**src/rtl/accumulator_serial.sv**
```systemverilog
// WIDTH-bit accumulator/constant pair, loaded by nybble. ALU ops process one nybble per cycle.
// Define ACCUMULATOR_SERIAL_PARALLEL_EN to run ALU ops full-width in a single EXEC cycle.
module accumulator_serial #(
  parameter  int WIDTH = 16,
  localparam int NYB   = WIDTH / 4,
  localparam int SELW  = (NYB > 1) ? $clog2(NYB) : 1
) (
  input  logic             aclk,
  input  logic             areset,
  input  logic             rx_valid,
  output logic             rx_ready,
  input  logic [4:0]       rx_opcode,
  input  logic [SELW-1:0]  rx_sel,
  input  logic [3:0]       rx_operand,
  input  logic             rx_carry,
  output logic [WIDTH-1:0] tx_accumulator,
  output logic             tx_zero,
  output logic             tx_sign,
  output logic             tx_carry,
  output logic             tx_overflow,
  output logic             tx_busy,
  output logic             tx_done
);
`ifdef ACCUMULATOR_SERIAL_PARALLEL_EN
  localparam int LW = WIDTH;
`else
  localparam int LW = 4;
`endif

  localparam logic [4:0] OP_LDA  = 5'd1;
  localparam logic [4:0] OP_LDK  = 5'd2;
  localparam logic [4:0] OP_CLR  = 5'd3;
  localparam logic [4:0] OP_ADC  = 5'd4;
  localparam logic [4:0] OP_SBC  = 5'd6;
  localparam logic [4:0] OP_SUB  = 5'd7;
  localparam logic [4:0] OP_AND  = 5'd8;
  localparam logic [4:0] OP_OR   = 5'd9;
  localparam logic [4:0] OP_XOR  = 5'd10;
  localparam logic [4:0] OP_XCHG = 5'd11;

  typedef enum logic {S_IDLE, S_EXEC} state_t;
  state_t state_q, state_d;

  logic [WIDTH-1:0] acc, konst;
  logic [4:0]       op_q;
  logic [SELW-1:0]  cnt;
  logic             cy, zt;
  logic             accept, is_alu, is_logic, is_sub, last, cin;
  logic [LW-1:0]    a_s, k_s, b_s, r_s;
  logic [LW:0]      sum;
  logic             c_msb;
  int               base;

  assign rx_ready       = (state_q == S_IDLE);
  assign tx_busy        = (state_q == S_EXEC);
  assign tx_accumulator = acc;
  assign accept         = rx_valid & rx_ready;
  assign is_alu         = (rx_opcode >= OP_ADC) && (rx_opcode <= OP_XOR);
  assign is_logic       = (op_q >= OP_AND);
  assign is_sub         = (op_q == OP_SBC) || (op_q == OP_SUB);

`ifdef ACCUMULATOR_SERIAL_PARALLEL_EN
  assign base = 0;
  assign last = 1'b1;
`else
  assign base = 4 * int'(cnt);
  assign last = (cnt == SELW'(NYB - 1));
`endif

  // Carry-in chosen at acceptance: subtraction is add-of-complement with carry 1.
  always_comb begin
    cin = 1'b0;
    case (rx_opcode)
      OP_ADC, OP_SBC: cin = rx_carry;
      OP_SUB:         cin = 1'b1;
      default:        cin = 1'b0;
    endcase
  end

  always_comb begin
    a_s   = acc[base +: LW];
    k_s   = konst[base +: LW];
    b_s   = is_sub ? ~k_s : k_s;
    sum   = {1'b0, a_s} + {1'b0, b_s} + {{LW{1'b0}}, cy};
    c_msb = a_s[LW-1] ^ b_s[LW-1] ^ sum[LW-1];
    case (op_q)
      OP_AND:  r_s = a_s & k_s;
      OP_OR:   r_s = a_s | k_s;
      OP_XOR:  r_s = a_s ^ k_s;
      default: r_s = sum[LW-1:0];
    endcase
  end

  always_comb begin
    state_d = state_q;
    case (state_q)
      S_IDLE:  if (accept && is_alu) state_d = S_EXEC;
      S_EXEC:  if (last) state_d = S_IDLE;
      default: state_d = S_IDLE;
    endcase
  end

  always_ff @(posedge aclk) begin
    if (areset) state_q <= S_IDLE;
    else        state_q <= state_d;
  end

  always_ff @(posedge aclk) begin
    if (areset) begin
      acc         <= '0;
      konst       <= '0;
      op_q        <= '0;
      cnt         <= '0;
      cy          <= 1'b0;
      zt          <= 1'b0;
      tx_zero     <= 1'b0;
      tx_sign     <= 1'b0;
      tx_carry    <= 1'b0;
      tx_overflow <= 1'b0;
      tx_done     <= 1'b0;
    end else begin
      tx_done <= 1'b0;
      if (state_q == S_EXEC) begin
        acc[base +: LW] <= r_s;
        cy  <= sum[LW];
        zt  <= zt & ~|r_s;
        cnt <= cnt + 1'b1;
        if (last) begin
          tx_zero     <= zt & ~|r_s;
          tx_sign     <= r_s[LW-1];
          tx_carry    <= is_logic ? 1'b0 : sum[LW];
          tx_overflow <= is_logic ? 1'b0 : (c_msb ^ sum[LW]);
          tx_done     <= 1'b1;
        end
      end else if (accept) begin
        case (rx_opcode)
          OP_LDA:  if (int'(rx_sel) < NYB) acc[4*int'(rx_sel) +: 4] <= rx_operand;
          OP_LDK:  if (int'(rx_sel) < NYB) konst[4*int'(rx_sel) +: 4] <= rx_operand;
          OP_CLR:  acc <= '0;
          OP_XCHG: begin
            acc   <= konst;
            konst <= acc;
          end
          default: ;
        endcase
        if (is_alu) begin
          op_q <= rx_opcode;
          cnt  <= '0;
          cy   <= cin;
          zt   <= 1'b1;
        end
      end
    end
  end
endmodule

```
**config.mk**
```make
export PLATFORM = sky130hd
export DESIGN_NAME = accumulator_serial
export DESIGN_NICKNAME = d
export VERILOG_FILES = /design/src/rtl/accumulator_serial.sv
export SDC_FILE = /design/constraint.sdc
export NUM_CORES = 1
export LEC_CHECK = 0
export BUFFER_PORTS_ARGS = -buffer_cell sky130_fd_sc_hd__buf_2
export CELL_PAD_IN_SITES_DETAIL_PLACEMENT = 1
export CELL_PAD_IN_SITES_GLOBAL_PLACEMENT = 2
export CORE_MARGIN = 10
export CORE_UTILIZATION = 36
export CTS_CLUSTER_DIAMETER = 80
export CTS_CLUSTER_SIZE = 12
export DETAILED_ROUTE_END_ITERATION = 10
export HOLD_SLACK_MARGIN = 0.12
export PLACE_DENSITY_LB_ADDON = 0.25
export SLEW_MARGIN = 20
export SYNTH_ARGS = -nofsm -noshare
export SYNTH_HDL_FRONTEND = slang
export SYNTH_SLANG_ARGS = --single-unit
```
**constraint.sdc**
```tcl
create_clock -name aclk -period 4.4 [get_ports aclk]
set_clock_uncertainty 0.1 [all_clocks]
set_input_delay 0.22 -clock aclk [delete_from_list [all_inputs] [get_ports aclk]]
set_output_delay 0.22 -clock aclk [all_outputs]
set_load 0.03 [all_outputs]
```
## Yosys cells after proc, flatten, opt, wreduce, memory -nomap -nowiden

Index checks and enable logic that the tools add are counted.

- Logic and storage cells: 90
- Output and inout bits: 23
- Flip-flop bits (word level): 47
- Input bits: 15

- Bitwise logic cells: 10
- Reduce and logical (&&, ||, !) cells: 16
- Equality and inequality tests: 13
- Add/sub/neg operators: 5
- Order comparisons: 3
- Shifts and indexed selects: 6
- Multiplexer cells: 25

Operators by type and width:

| kind | count |
|---|---|
| $neg 4->33 | 2 |
| $shift 4x33->16 const A | 2 |
| $shiftx 4x33->16 | 2 |
| $bwmux 16 | 3 |
| $pmux 16 s3 | 1 |
| $mux 16 | 2 |
| $pmux 16 s2 | 1 |
| $shiftx 16x5->4 | 2 |
| $eq 5x3->1 const B | 5 |
| $eq 5x4->1 const B | 4 |
| $pmux 4 s3 | 1 |
| $mux 1 | 11 |
| $eq 5x2->1 const B | 2 |
| $mux 2 | 3 |
| $reduce_and 2->1 | 3 |
| $reduce_and 3->1 | 2 |
| $reduce_bool 2->1 | 3 |
| $add 4x4->5 | 1 |
| $add 5x1->5 | 1 |
| $eq 5x1->1 const B | 1 |
| $ge 5x3->1 const B | 1 |
| $ge 5x4->1 const B | 1 |
| $le 5x4->1 const B | 1 |
| $and 4x4->4 | 1 |
| other kinds (16) | 22 |

## Logic depth before layout (Yosys ltp)

- Depth in word-level cells: 10
- Mapped depth: 13
- Mapped depth without buffers: 12

## Worst setup path after synthesis

OpenSTA, ideal clock, no wires.

- Kind: register to register
- Start: register cnt[1]
- End: register zt
- Period minus slack after synthesis: 3.511 ns
- Data required time: 4.221 ns
- Slack: 0.889 ns
- Path buffers: 1
- Arrival time: 3.332 ns
- Stages on the path, launching flop included: 12
- Library setup time: 0.079 ns
- Cells stage by stage: dfxtp_1 clkbuf_1 mux4_2 xnor2_1 fa_1 inv_1 fa_1 and3_1 a31o_2 a221oi_4 nand4_1 a211oi_2

- Longest elaborated chain between the ends: 10
- Elaborated cells on any way between the ends: 14
- Classes of those cells: 2 x add/sub; 2 x shift; 3 x mux; 5 x bitwise; 2 x reduce/logical

RTL lines:

| element | line | source |
|---|---|---|
| start: declaration | 46 | `logic [SELW-1:0] cnt;` |
| start signal: assignment | 127 | `cnt <= cnt + 1'b1;` |
| $shiftx 16x5->4 | 82 | `k_s = konst[base +: LW];` |
| $not 4->4 | 83 | `b_s = is_sub ? ~k_s : k_s;` |
| $mux 4 | 83 |  |
| $add 4x4->5 | 84 | `sum = {1'b0, a_s} + {1'b0, b_s} + {{LW{1'b0}}, cy};` |
| $add 5x1->5 | 84 |  |
| $pmux 4 s3 (*) | 86 | `case (op_q)` |
| $reduce_or 4->1 (*) | 126 | `zt <= zt & ~\|r_s;` |
| $logic_not 1->1 (*) | 126 |  |
| $and 1x1->1 (*) | 126 |  |
| $mux 1 (*) | 123 | `if (state_q == S_EXEC) begin` |
| end signal: assignment | 126 |  |
| end: declaration | 47 | `logic cy, zt;` |

Mark *: on every way between the ends. The rest lies on a longest branch, timed or not.
A chain may end at the register's enable or synchronous reset.

## Final worst setup path

Same ends and word-level chain as after synthesis.

==> impl_metrics.ini <==
[status]
outcome = finished clean

[layout]
layout.nets = 432
layout.cells.most_common = sky130_fd_sc_hd__nor2_1
mostFrequentLayoutCells = sky130_fd_sc_hd__nor2_1, sky130_fd_sc_hd__dfxtp_1, sky130_fd_sc_hd__buf_2
multi_input_area_um2 = 2090
final.fill_count = 1043
seqCellArea_um2 = 940.9
drive_gt1_share_pct = 21.41
antennaDiodeCount = 0
area_growth_syn_to_layout_pct = 13.81

[cts]
tritoncts_buffer_count = 5
cts-root-to-sink-buffers = 2
cts-root-buf = sky130_fd_sc_hd__clkbuf_8
numClockSinks = 47
clkLatencyLatePin_ns = 0.32
tritoncts_clock_tree = yes
post_cts_resized = 0
worst_setup_hold_path_clk_slew_ns = 0.10
cts-htree-levels = 2

[drt]
detail_routed_net_length_per_standard_cell_um = 21.55
drt-pass1-iter-count = 5
length_of_routed_met3_wiring_um = 532
dr.max_layer_used = met4
viasPerCell = 5.974
dr.first_iter.drc_count = 199
dr_wl_met2_mm = 4.893
route.layer.met1.wl_mm = 5.204
drc = 0
num_vias = 3017
drt.antenna.violating_nets = 0
totalWireLength_mm = 10.88

[critical_path]
worstPathCellList = mux4_2 -> xnor2_1 -> fa_1 -> inv_1 -> fa_1 -> and3_1 -> a31o_2 -> a221oi_4 -> nand4_1 -> a211oi_2
crit_required_ns = 4.52
setup.worst_path.start_class = flip-flop
cp_peak_stage_delay_ns = 0.57
critPathSlowestCell = sky130_fd_sc_hd__mux4_2
max_fanout_on_critical_path = 5
critPathKind = reg -> reg
critical-path-top-cell-by-count = sky130_fd_sc_hd__fa_1
timing.critical_path.arrival_ns = 3.54
setup.worst_path.end_class = flip-flop

[global_route]
global_route_total_overflow = 0
globalRouteTotalUtil_pct = 16.78
grt_max_degree = 49
grt_pass1_wl_mm = 17.49
grt_pass1_vias = 3050
initial_antenna_violation_count = 0

[die]
row_count = 34
design.portCount = 38
dieWidth_um = 114.3
design.die.area_um2 = 13060
die_extent_in_y_um = 114.3
core_area_um2 = 8678
start_util_pct = 36.87

[power]
design_power_uw = 991.0
power_density_nw_per_um2 = 272.2
vdd_drop_max_uv = 141.5
power_leakage_nw = 1.356

[yosys]
synth_nets = 403
synth_sequential_area_ratio_pct = 29.41
yosys_register_bits = 47
postSynthAreaPerCell_um2 = 8.717
synth_flop_cell = sky130_fd_sc_hd__dfxtp_1
mappedNetlistArea_um2 = 3199
synth.yosys.warnings = 0
netlist.area_leader.share_pct = 29.41
synth_top_cells_by_area = sky130_fd_sc_hd__dfxtp_1, sky130_fd_sc_hd__ha_1, sky130_fd_sc_hd__nor2_1
ys_types = 61
number_of_flops_mapped_to_enable_cells_by_yosys = 0
syn_inst = 367
synthDominantAreaCellType = sky130_fd_sc_hd__dfxtp_1
async_flop_share_pct = 0

[timing]
report.final.hold_viol_count = 0
maximum_clock_frequency_mhz = 293.2
unrepaired_setup_endpoints_after_global_routing = false
tightest_slew_ns = 1.094
layout_min_cycle_time_ns = 3.411
relSlewSlack_pct = 26.01
fin_crit_sh_pct = 77.51
report.final.setup_viol = 0
setup_tns_ns = 0
final_slew_violations = 0

[place]
gp_congestion = 0.8278
placement.io_buffers = 37
place_hpwl_mm = 7.891

[hold_path]
hold_class = in -> reg

[run]
drv.max_cap_violation_count = 0
==> path summary, 6_finish.rpt <==
kind / cells past startpoint / slack, ns / start / endpoint
min reg2reg: 2 / 0.39 / tx_overflow / tx_overflow
max: 10 / 0.99 / cnt[1] / zt
max reg2reg: 10 / 0.99 / cnt[1] / zt
min: 3 / 0.16 / rx_operand[1] / konst[9]
==> worst max-delay path: cells and delay by family (launching register included) <==
family | cells | cell delay (ns)
adders and majority gates | 2 | 0.84
AOI/OAI and AO/OA | 3 | 0.80
muxes | 1 | 0.57
and+or+nand+nor | 2 | 0.40
DFF | 1 | 0.36
xor gates and xnor gates | 1 | 0.17
buffers and inverters | 1 | 0.09
==> routing by layer <==
metal,global-route usage [%],up-vias
met5,0,-
met4,6.433,0
met3,2.516,16
met2,26.58,88
met1,22.41,1490
li1,-,1423
==> per-stage QoR <==
| stage | util (%) | hold WS (ns) | instance area (um2) | setup slack, ns | std cells |
|---|---|---|---|---|---|
| 3_3_place_gp | 39.92 | 0.3608 | 3465 | 1.121 | 494 |
| 2_1_floorplan | - | 0.2157 | 3199 | 0.8888 | 367 |
| 4_1_cts | 41.88 | 0.1461 | 3635 | 0.9846 | 505 |
| 3_5_place_dp | 39.92 | 0.3781 | 3465 | 1.037 | 494 |
| 6_report | 41.96 | 0.1578 | 3641 | 0.9895 | 505 |
| 5_1_grt | 41.96 | 0.1627 | 3641 | 0.8371 | 505 |
==> cell families after synthesis <==
| logic type | after synthesis | share of synthesized area [%] |
|---|---|---|
| xor gates and xnor gates | 8 | 2.190 |
| buffers and inverters | 45 | 5.671 |
| DFF | 47 | 29.41 |
| and+or+nand+nor | 136 | 21.78 |
| adders and majority gates | 21 | 8.682 |
| muxes | 12 | 6.883 |
| AOI/OAI and AO/OA | 98 | 25.38 |
==> flip-flops by register name, indices dropped and copies added (netlist names), 2 cells and up <==
name	count
tx_accumulator	16
konst	16
op_q	5
cnt	2
==> Yosys cell counts, types with 3 or more instances <==
cell type,count
sky130_fd_sc_hd__a211oi_1,11
sky130_fd_sc_hd__a21oi_1,12
sky130_fd_sc_hd__a222oi_1,4
sky130_fd_sc_hd__a2bb2oi_2,4
sky130_fd_sc_hd__a311oi_1,13
sky130_fd_sc_hd__a32oi_1,13
sky130_fd_sc_hd__buf_1,6
sky130_fd_sc_hd__buf_2,10
sky130_fd_sc_hd__clkbuf_1,7
sky130_fd_sc_hd__dfxtp_1,47
sky130_fd_sc_hd__ha_1,19
sky130_fd_sc_hd__inv_1,21
sky130_fd_sc_hd__mux2i_1,4
sky130_fd_sc_hd__mux4_2,8
sky130_fd_sc_hd__nand2_1,27
sky130_fd_sc_hd__nand2b_1,5
sky130_fd_sc_hd__nand3_1,17
sky130_fd_sc_hd__nand3b_1,4
sky130_fd_sc_hd__nor2_1,51
sky130_fd_sc_hd__nor2b_1,3
sky130_fd_sc_hd__nor3_1,3
sky130_fd_sc_hd__nor3_2,5
sky130_fd_sc_hd__o211a_1,4
sky130_fd_sc_hd__o211ai_1,8
sky130_fd_sc_hd__o21ai_0,6
sky130_fd_sc_hd__o21ai_1,6
sky130_fd_sc_hd__xnor2_1,6
==> timing repair <==
action / 4_1_cts / 5_1_grt
setup buffers: 0 / 0
hold endpoints to repair: 4 / 0
hold buffers: 3 / 0
==> final cells by class <==
class	count	share of cell area (%)
tap	108	3.711
clock buffer	5	1.890
sequential	47	25.84
inverter	22	2.268
timing repair buffer	45	6.942
clock inverter	3	1.959
multi-input combinational	275	57.39
==> where the power goes <==
group	switching [mW]	internal, mW	leakage [nW]
Clock	0.172	0.231	0.0703
Combinational	0.0900	0.0510	0.906
Sequential	0.0136	0.434	0.380
Total	0.275	0.716	1.36
Note: power is estimated with default switching activity, not from simulation.
